===== src/rtl/uart_pkg.sv =====
// Shared UART definitions: parity modes, TX state encoding, default bit timing.
package uart_pkg;

    localparam int DEFAULT_CLKS_PER_BIT = 217;

    localparam int PAR_NONE = 0;
    localparam int PAR_ODD  = 1;
    localparam int PAR_EVEN = 2;

    typedef enum logic [2:0] {
        TX_IDLE   = 3'd0,
        TX_START  = 3'd1,
        TX_DATA   = 3'd2,
        TX_PARITY = 3'd3,
        TX_STOP   = 3'd4
    } tx_state_t;

endpackage


===== src/rtl/uart_sync_fifo.sv =====
// Synchronous FIFO with registered count/full/empty; head word is read combinationally.
module uart_sync_fifo
    import uart_pkg::*;
#(
    parameter int WIDTH = 8,
    parameter int DEPTH = 4
) (
    input  logic                           i_clk,
    input  logic                           i_rst,
    input  logic                           wr_en,
    input  logic [WIDTH-1:0]               wr_data,
    input  logic                           rd_en,
    output logic [WIDTH-1:0]               rd_data,
    output logic                           full,
    output logic                           empty,
    output logic [$clog2(DEPTH+1)-1:0]     count
);

    localparam int AW = $clog2(DEPTH);
    localparam int CW = $clog2(DEPTH + 1);

    logic [WIDTH-1:0] mem [DEPTH];
    logic [AW-1:0]    wr_ptr;
    logic [AW-1:0]    rd_ptr;
    logic [CW-1:0]    count_n;
    logic             do_push;
    logic             do_pop;

    // full is registered, so a push is refused while full even if a pop lands on the same edge
    assign do_push = wr_en && !full;
    assign do_pop  = rd_en && !empty;
    assign rd_data = mem[rd_ptr];

    always_comb begin
        count_n = count;
        if (do_push && !do_pop) begin
            count_n = count + CW'(1);
        end else if (!do_push && do_pop) begin
            count_n = count - CW'(1);
        end
    end

    // NOTE: storage is deliberately not reset; the pointers and count define what is valid.
    always_ff @(posedge i_clk) begin
        if (do_push) begin
            mem[wr_ptr] <= wr_data;
        end
    end

    // NOTE: sequential state uses non-blocking assignments so every register samples pre-edge values.
    always_ff @(posedge i_clk or negedge i_rst) begin
        if (!i_rst) begin
            wr_ptr <= '0;
            rd_ptr <= '0;
            count  <= '0;
            full   <= 1'b0;
            empty  <= 1'b1;
        end else begin
            if (do_push) wr_ptr <= wr_ptr + AW'(1);
            if (do_pop)  rd_ptr <= rd_ptr + AW'(1);
            count <= count_n;
            full  <= (count_n == CW'(DEPTH));
            empty <= (count_n == '0);
        end
    end

endmodule


===== src/rtl/uart_tx_fifo_cfg.sv =====
// Buffered UART transmitter with configurable data width, parity and stop bits.
module uart_tx_fifo_cfg
    import uart_pkg::*;
#(
    parameter int CLKS_PER_BIT = DEFAULT_CLKS_PER_BIT,
    parameter int DATA_BITS    = 8,
    parameter int PARITY       = PAR_NONE,
    parameter int STOP_BITS    = 1,
    parameter int FIFO_DEPTH   = 4
) (
    input  logic                              i_clk,
    input  logic                              i_rst,
    input  logic                              i_tx_dv,
    input  logic [DATA_BITS-1:0]              i_tx_byte,
    output logic                              o_tx_ready,
    output logic                              o_tx_serial,
    output logic                              o_tx_active,
    output logic                              o_tx_done,
    output logic                              o_overflow,
    output logic [$clog2(FIFO_DEPTH+1)-1:0]   o_fifo_count
);

    localparam int CW = $clog2(CLKS_PER_BIT * 2);
    localparam int BW = $clog2(DATA_BITS);
    localparam logic [CW-1:0] CNT_LAST  = CW'(CLKS_PER_BIT - 1);
    localparam logic [BW-1:0] DATA_LAST = BW'(DATA_BITS - 1);
    localparam logic [BW-1:0] STOP_LAST = BW'(STOP_BITS - 1);

    tx_state_t              state, state_n;
    logic [CW-1:0]          clk_cnt, cnt_n;
    logic [BW-1:0]          bit_idx, bit_n;
    logic [DATA_BITS-1:0]   shift, shift_n;
    logic [DATA_BITS-1:0]   fifo_head;
    logic                   fifo_full, fifo_empty;
    logic                   pop;
    logic                   bit_end;
    logic                   par_bit;
    logic                   line_n, active_n, done_n;

    uart_sync_fifo #(.WIDTH(DATA_BITS), .DEPTH(FIFO_DEPTH)) u_fifo (
        .i_clk   (i_clk),
        .i_rst   (i_rst),
        .wr_en   (i_tx_dv),
        .wr_data (i_tx_byte),
        .rd_en   (pop),
        .rd_data (fifo_head),
        .full    (fifo_full),
        .empty   (fifo_empty),
        .count   (o_fifo_count)
    );

    assign o_tx_ready = !fifo_full;
    assign bit_end    = (clk_cnt == CNT_LAST);
    // parity comes from the word latched at pop, not from the live input
    assign par_bit    = (PARITY == PAR_EVEN) ? ^shift : ~^shift;

    // NOTE: every always_comb output gets a default first so no path can infer a latch.
    always_comb begin
        state_n  = state;
        cnt_n    = bit_end ? '0 : clk_cnt + CW'(1);
        bit_n    = bit_idx;
        shift_n  = shift;
        pop      = 1'b0;
        line_n   = 1'b1;
        active_n = 1'b1;
        done_n   = 1'b0;
        case (state)
            TX_IDLE: begin
                active_n = 1'b0;
                cnt_n    = '0;
                if (!fifo_empty) begin
                    pop     = 1'b1;
                    shift_n = fifo_head;
                    bit_n   = '0;
                    state_n = TX_START;
                end
            end
            TX_START: begin
                line_n = 1'b0;
                if (bit_end) state_n = TX_DATA;
            end
            TX_DATA: begin
                line_n = shift[bit_idx];
                if (bit_end) begin
                    if (bit_idx == DATA_LAST) begin
                        bit_n   = '0;
                        state_n = (PARITY != PAR_NONE) ? TX_PARITY : TX_STOP;
                    end else begin
                        bit_n = bit_idx + BW'(1);
                    end
                end
            end
            TX_PARITY: begin
                line_n = par_bit;
                if (bit_end) begin
                    bit_n   = '0;
                    state_n = TX_STOP;
                end
            end
            TX_STOP: begin
                // bit_idx counts stop bits; the last one chains straight into the next start bit
                if (bit_end) begin
                    if (bit_idx == STOP_LAST) begin
                        done_n = 1'b1;
                        bit_n  = '0;
                        if (!fifo_empty) begin
                            pop     = 1'b1;
                            shift_n = fifo_head;
                            state_n = TX_START;
                        end else begin
                            state_n = TX_IDLE;
                        end
                    end else begin
                        bit_n = bit_idx + BW'(1);
                    end
                end
            end
            default: begin
                active_n = 1'b0;
                cnt_n    = '0;
                bit_n    = '0;
                state_n  = TX_IDLE;
            end
        endcase
    end

    always_ff @(posedge i_clk or negedge i_rst) begin
        if (!i_rst) begin
            state       <= TX_IDLE;
            clk_cnt     <= '0;
            bit_idx     <= '0;
            shift       <= '0;
            o_tx_serial <= 1'b1;
            o_tx_active <= 1'b0;
            o_tx_done   <= 1'b0;
            o_overflow  <= 1'b0;
        end else begin
            state       <= state_n;
            clk_cnt     <= cnt_n;
            bit_idx     <= bit_n;
            shift       <= shift_n;
            o_tx_serial <= line_n;
            o_tx_active <= active_n;
            o_tx_done   <= done_n;
            o_overflow  <= i_tx_dv && fifo_full;
        end
    end

endmodule

===== config.mk =====
export PLATFORM = sky130hd
export DESIGN_NAME = uart_tx_fifo_cfg
export DESIGN_NICKNAME = d
export VERILOG_FILES = /design/src/rtl/uart_pkg.sv /design/src/rtl/uart_sync_fifo.sv /design/src/rtl/uart_tx_fifo_cfg.sv
export SDC_FILE = /design/constraint.sdc
export NUM_CORES = 1
export LEC_CHECK = 0
export CORE_UTILIZATION = 50
export CTS_BUF_LIST = sky130_fd_sc_hd__clkbuf_8
export CTS_CLUSTER_SIZE = 20
export DETAILED_ROUTE_END_ITERATION = 16
export DONT_BUFFER_PORTS = 1
export SYNTH_ARGS = -nofsm -noshare
export SYNTH_HDL_FRONTEND = slang
export SYNTH_SLANG_ARGS = --single-unit
export TNS_END_PERCENT = 1

===== constraint.sdc =====
create_clock -name i_clk -period 2.35 [get_ports i_clk]
set_input_delay 0 -clock i_clk [delete_from_list [all_inputs] [get_ports i_clk]]
set_output_delay 0 -clock i_clk [all_outputs]
set_load 0.02 [all_outputs]

# After elaboration in Yosys (flattened, before gate mapping)
# Memory sizes are Yosys's and may differ from the RTL's.
# Index checks and enable logic that the tools add are counted.
[word_totals]
wordCells = 91
n_memories = 1
mem_bits_rw = 32
input_bits = 11
out_inout_bits = 8
reg_bits = 36
[classes]
eq_ne = 14
muxes = 37
order_cmp = 1
reduce_logical = 18
bitwise = 1
n_addsub = 6
[memory_table]
columns = ["memory", "depth", "word_bits", "rd", "rd_clocked_by_memory_dff", "write_ports", "line_no", "rtl"]
rows = [
  ["u_fifo.mem", 4, 8, 1, 0, 1, "uart_sync_fifo.sv:22", "logic [WIDTH-1:0] mem [DEPTH];"],
]
[op_table]
columns = ["cell", "count"]
rows = [
  ["3-bit 2-to-1 mux", 15],
  ["3-bit one-hot mux with 5 select lines", 2],
  ["8-bit 2-to-1 mux", 3],
  ["9-bit 2-to-1 mux", 2],
  ["8-bit one-hot mux with 2 select lines", 1],
  ["2-bit != test, second input constant", 7],
  ["1-bit 2-to-1 mux", 11],
  ["9-bit by 1-bit adder with 9-bit output, second input constant", 1],
  ["3-bit == test, second input constant", 3],
  ["9-bit by 8-bit == test with 1-bit output, second input constant", 1],
  ["3-bit zero test", 3],
  ["8-bit XNOR reduction", 1],
  ["7-bit AND reduction", 1],
  ["3-bit by 1-bit adder with 3-bit output, second input constant", 2],
  ["3-bit by 2-bit == test with 1-bit output, second input constant", 2],
  ["1-bit logical AND", 5],
  ["5-bit AND reduction", 1],
  ["2-bit by 1-bit adder with 2-bit output, second input constant", 2],
  ["1-bit zero test", 4],
  ["3-bit by 4-bit < comparator with 1-bit output, second input constant", 1],
  ["4-bit OR reduction", 1],
  ["1-bit binary-select mux with 3-bit select", 1],
  ["3-bit by 1-bit == test with 1-bit output, second input constant", 1],
  ["1-bit one-hot mux with 3 select lines", 1],
  ["5 further kinds", 5],
]

# Depth between registers and ports, before layout
[logic_depth]
depth_word = 9
mapped_depth = 8
mapped_depth_nobuf = 7

# Hierarchy
# A second synthesis with hierarchy kept.
[hier_totals]
cells_unflattened = 222
hier_area_um2 = 3164.3
[by_module_without_submodules]
columns = ["module", "cells_per_inst", "seq_area_each_um2", "area_per_inst_um2", "instances"]
rows = [
  ["uart_sync_fifo", 94, 1187.4, 1706.6, 1],
  ["uart_tx_fifo_cfg", 128, 676.9, 1457.6, 1],
]

# Worst setup path before layout
# Ideal clock, no wire load.
[synth_path]
path_type = "register to register"
start = "reg bit_idx[0]"
end = "reg u_fifo.empty"
path_buffers = 0
required_ns = 2.277
arrival_ns = 1.782
stages_incl_launch_ff = 8
synth_period_minus_slack_ns = 1.856
setup_ns = 0.073
setup_slack_ns = 0.494
path_cell_list = "dfrtp_1 inv_1 ha_1 nor2b_1 a31o_4 a21oi_2 or4_4 a21oi_1"
[synth_via]
elab_chain_len = 9
word_cells_on_any_way = 11
cone_classes = "mux (5); reduce/logical (6)"
[synth_rtl]
columns = ["element", "line_no", "rtl"]
rows = [
  ["from (decl)", "uart_tx_fifo_cfg.sv:31", "logic [BW-1:0] bit_idx, bit_n;"],
  ["from (signal assigned)", "uart_tx_fifo_cfg.sv:140", "bit_idx <= bit_n;"],
  ["3-bit zero test *", "uart_tx_fifo_cfg.sv:103", "if (bit_idx == STOP_LAST) begin"],
  ["1-bit 2-to-1 mux *", "uart_tx_fifo_cfg.sv:103", ""],
  ["1-bit 2-to-1 mux *", "uart_tx_fifo_cfg.sv:102", "if (bit_end) begin"],
  ["1-bit one-hot mux with 2 select lines *", "uart_tx_fifo_cfg.sv:67", "case (state)"],
  ["1-bit logical AND *", "uart_sync_fifo.sv:31", "assign do_pop = rd_en && !empty;"],
  ["1-bit logical AND / 1-bit zero test (equally long branches)", "uart_sync_fifo.sv:38, uart_sync_fifo.sv:36", ""],
  ["3-bit 2-to-1 mux / 1-bit logical AND (equally long branches)", "uart_sync_fifo.sv:38, uart_sync_fifo.sv:36", ""],
  ["3-bit 2-to-1 mux *", "uart_sync_fifo.sv:36", "if (do_push && !do_pop) begin"],
  ["3-bit zero test *", "uart_sync_fifo.sv:63", "empty <= (count_n == '0);"],
  ["to (signal assigned)", "uart_sync_fifo.sv:63", ""],
  ["to (decl)", "uart_sync_fifo.sv:15", "output logic empty,"],
]
# Every way passes the cells marked *; elsewhere a longest branch is shown, timed or not.
# A chain may end at the register's enable or synchronous reset.

# Worst setup path after layout
[layout_path]
start = "reg clk_cnt[0]"
end = "reg u_fifo.empty"
[layout_via]
elab_chain_len = 8
word_cells_on_any_way = 10
cone_classes = "eq/ne (1); mux (4); reduce/logical (5)"
[layout_rtl]
columns = ["element", "line_no", "rtl"]
rows = [
  ["from (decl)", "uart_tx_fifo_cfg.sv:30", "logic [CW-1:0] clk_cnt, cnt_n;"],
  ["from (signal assigned)", "uart_tx_fifo_cfg.sv:139", "clk_cnt <= cnt_n;"],
  ["9-bit by 8-bit == test with 1-bit output *", "uart_tx_fifo_cfg.sv:53", "assign bit_end = (clk_cnt == CNT_LAST);"],
  ["1-bit 2-to-1 mux *", "uart_tx_fifo_cfg.sv:102", ""],
  ["1-bit one-hot mux with 2 select lines *", "uart_tx_fifo_cfg.sv:67", ""],
  ["1-bit logical AND *", "uart_sync_fifo.sv:31", ""],
  ["1-bit logical AND / 1-bit zero test (equally long branches)", "uart_sync_fifo.sv:38, uart_sync_fifo.sv:36", ""],
  ["3-bit 2-to-1 mux / 1-bit logical AND (equally long branches)", "uart_sync_fifo.sv:38, uart_sync_fifo.sv:36", ""],
  ["3-bit 2-to-1 mux *", "uart_sync_fifo.sv:36", ""],
  ["3-bit zero test *", "uart_sync_fifo.sv:63", ""],
]
# Marks and branches as above.

==> out/metrics.csv <==
stage;metric;value;unit
routing;DR vias/cell;5.59;
die;# rows;28;
routing;Routed Antenna Nets;0;
sta;final hold vios;0;
sta;RSZ-0062 raised after global routing;false;
logic_synthesis;Post-synth EDFFs;32;
final_layout;utilization after layout;59.0;%
sta;Least-Margin Pin Slew;0.731;ns
worst_setup_path;critical path type;reg -> reg;
placement;port bufs;0;
clocking;Post-CTS Setup Inserts;0;
worst_setup_path;crit path launch type;flop;
worst_setup_path;Arrival @ worst endpoint;2.38;ns
flow_run;Max-cap violations;0;
routing;first drt pass iteration count;4;
clocking;clk sinks;68;
clocking;CTS tree;done;
logic_synthesis;ys async rst share;52.9;%
logic_synthesis;Main synth FF type;dfrtp_1;
logic_synthesis;Synth top area share;30.9;%
die;Initial Utilization;52.3;%
routing;drt wl/cell;16.3;um
sta;Final setup viols;0;
final_layout;# nets final;258;
final_layout;layout cells sized above 1;19.9;%
grt;first-pass GRT wire length;8.81;mm
clocking;Clock Tree Buf Depth;2;
die;DIE HEIGHT;80.9;um
logic_synthesis;Ys Warns;0;
placement;RD Place Congestion;0.831;
routing;DR iter-0 viols;85;
logic_synthesis;Net Count, Synth;241;
routing;# DRC;0;
sta;Slew Viols, Final;0;
grt;initial antenna violation count;0;
die;io pins;19;
placement;Placed Instance Area;3190;um2
logic_synthesis;Netlist cell types;47;
worst_setup_path;Worst Setup End Kind;flop;
sta;clk_skew;0.00460;ns
routing;via count;1768;
logic_synthesis;Synth area leaders;edfxtp_1, dfrtp_1, mux4_2;
worst_setup_path;flop2flop setup slack;0.24;ns
logic_synthesis;syn_area_per_cell;14.2;um2
final_layout;Synth-to-Final Area Change;12.8;%
logic_synthesis;Synth Register Bits;68;
sta;setup_tns;0;ns
grt;pin count of the biggest net entering global routing;37;
grt;global-route congestion overflow total;0;
sta;Slew HR;50.9;%
clocking;H-Tree Depth;3;
grt;gr usage total;18.7;%
clocking;Worst-path clk slew;0.08;ns
die;CORE AREA;5960;um2
die;area of the die;6550;um2
clocking;Root Buffer Master;clkbuf_8;
final_layout;# fillers;499;
grt;vias in the first global route;1821;
worst_hold_path;Hold Crit Class;in -> reg;
die;Die X-Extent;80.9;um
power_and_ir_drop;power per cell area;1190;nW/um2
clocking;CTS buffer count;9;
logic_synthesis;biggest area consumer among synthesized cells;edfxtp_1;
placement;DP HPWL;3.57;mm
logic_synthesis;synthesized instance count;219;
clocking;clock latency at the later pin of the worst-skew pair;0.34;ns
sta;Hold WS;0.0456;ns
worst_setup_path;worst path required time;2.61;ns
sta;min Tclk post-route;2.11;ns
worst_setup_path;critical-path maximum fanout;6;
power_and_ir_drop;VDD IR max;569;uV
logic_synthesis;Post-Syn Area;3110;um2
outcome;outcome;finished, final reports clean;
power_and_ir_drop;leakage power;1.34;nW
final_layout;post-route cell area;3510;um2
final_layout;ant diodes;0;
sta;Peak Freq;473;MHz
sta;final clock period utilization by the worst path;89.9;%
logic_synthesis;sequential share of the synthesized area;59.9;%
routing;final WL;5.14;mm
==> worst max-delay path, stage by stage (launching register included) <==
cell     delay, ns
dfrtp_1       0.40
inv_1         0.08
ha_1          0.21
and4b_4       0.21
a31oi_1       0.36
nor3_2        0.14
or4_4         0.44
a21oi_1       0.19
==> Yosys cell counts (all sizes together) (2+ instances only) <==
cell / number
xnor2: 15
inv: 12
nor2: 15
a21oi: 5
nand2: 9
nor2b: 2
dfstp: 2
or4: 2
nor3: 5
edfxtp: 32
or3: 2
buf: 6
nand3: 8
mux4: 10
mux2i: 3
o21ai: 6
nand4: 2
a21boi: 2
xor2: 4
mux2: 9
dfrtp: 34
ha: 11
and2: 6
==> power breakdown <==
group | total, mW | internal (mW) | switching [mW]
clock | 0.988 | 0.506 | 0.482
sequential | 1.92 | 1.57 | 0.352
combinational | 1.26 | 0.675 | 0.581
==> flip-flops by register name, summed over array words and instances, names as in the netlist, 2 cells and up <==
signal,count
u_fifo.rd_ptr,2
u_fifo.wr_ptr,2
u_fifo.count,3
shift,8
clk_cnt,9
state,3
bit_idx,3
u_fifo.mem,32
==> area by class of cell <==
| class | count | area (um2) | share of cell area [%] |
|---|---|---|---|
| clock inverters | 7 | 82.6 | 2.35 |
| clock buffers | 9 | 124 | 3.53 |
| multi-input cells | 133 | 1170 | 33.5 |
| well taps | 75 | 93.8 | 2.67 |
| flip-flops and latches | 68 | 1860 | 53.1 |
| inverters | 12 | 45.0 | 1.28 |
| repair buffers | 12 | 128 | 3.63 |
==> what timing repair did <==
item,in CTS,in global routing
resized for setup,0,0
endpoints found under the hold margin,70,0
hold buffers,11,0
==> layout by cell type, fill, tap and decap left out, drive strengths merged, types with 2 or more instances in the layout <==
cell / n
inv: 15
xor2: 4
o21ai: 6
and2: 6
a21boi: 2
clkinvlp: 2
ha: 11
mux2i: 3
nor2b: 2
buf: 2
or4: 2
dfstp: 2
xnor2: 15
dfrtp: 34
nand3: 8
edfxtp: 32
nor2: 15
clkbuf: 9
a21oi: 5
mux4: 10
dlygate4sd3: 10
nand2: 9
mux2: 9
or3: 2
nand4: 2
nor3: 5
==> layer usage <==
| metal | wire, um | vias to the layer above | share of wire, % | track usage, % |
|---|---|---|---|---|
| met5 | 0 | - | 0 | 0 |
| met4 | 128 | 0 | 2.5 | 10.9 |
| met3 | 125 | 12 | 2.4 | 3.71 |
| met2 | 2580 | 26 | 50 | 30.8 |
| met1 | 2310 | 887 | 45 | 22.9 |
| li1 | - | 843 | - | - |
==> cell families after synthesis <==
| group | count (synthesis) | synth area share (%) |
|---|---|---|
| flip-flops | 68 | 59.9 |
| AND/OR/NAND/NOR | 57 | 10.7 |
| AO/OA/AOI/OAI | 24 | 5.87 |
| multiplexers | 22 | 11.5 |
| XOR/XNOR | 19 | 5.35 |
| buffers and inverters | 18 | 2.37 |
| adder cells (fa/ha/maj) | 11 | 4.42 |
==> final timing paths <==
check | to | startpoint | cells past startpoint
setup / recovery | u_fifo.empty | clk_cnt[0] | 7
hold / removal | u_fifo.wr_ptr[0] | i_tx_dv | 3
setup reg to reg | u_fifo.empty | clk_cnt[0] | 7
hold reg to reg | clk_cnt[0] | clk_cnt[0] | 1
max in group asynchronous | o_tx_serial | i_rst | 2
min in group asynchronous | clk_cnt[1] | i_rst | 2
==> metrics by stage <==
step           power [mW]  instances  setup WS (ns)
4_1_cts              4.22        316          0.234
2_1_floorplan        2.93        219          0.494
5_1_grt              4.45        316          0.107
3_3_place_gp         3.15        289          0.284
3_5_place_dp         3.20        289          0.261
6_report             4.17        316          0.237
No activity file was read; power rests on OpenSTA's default activity.
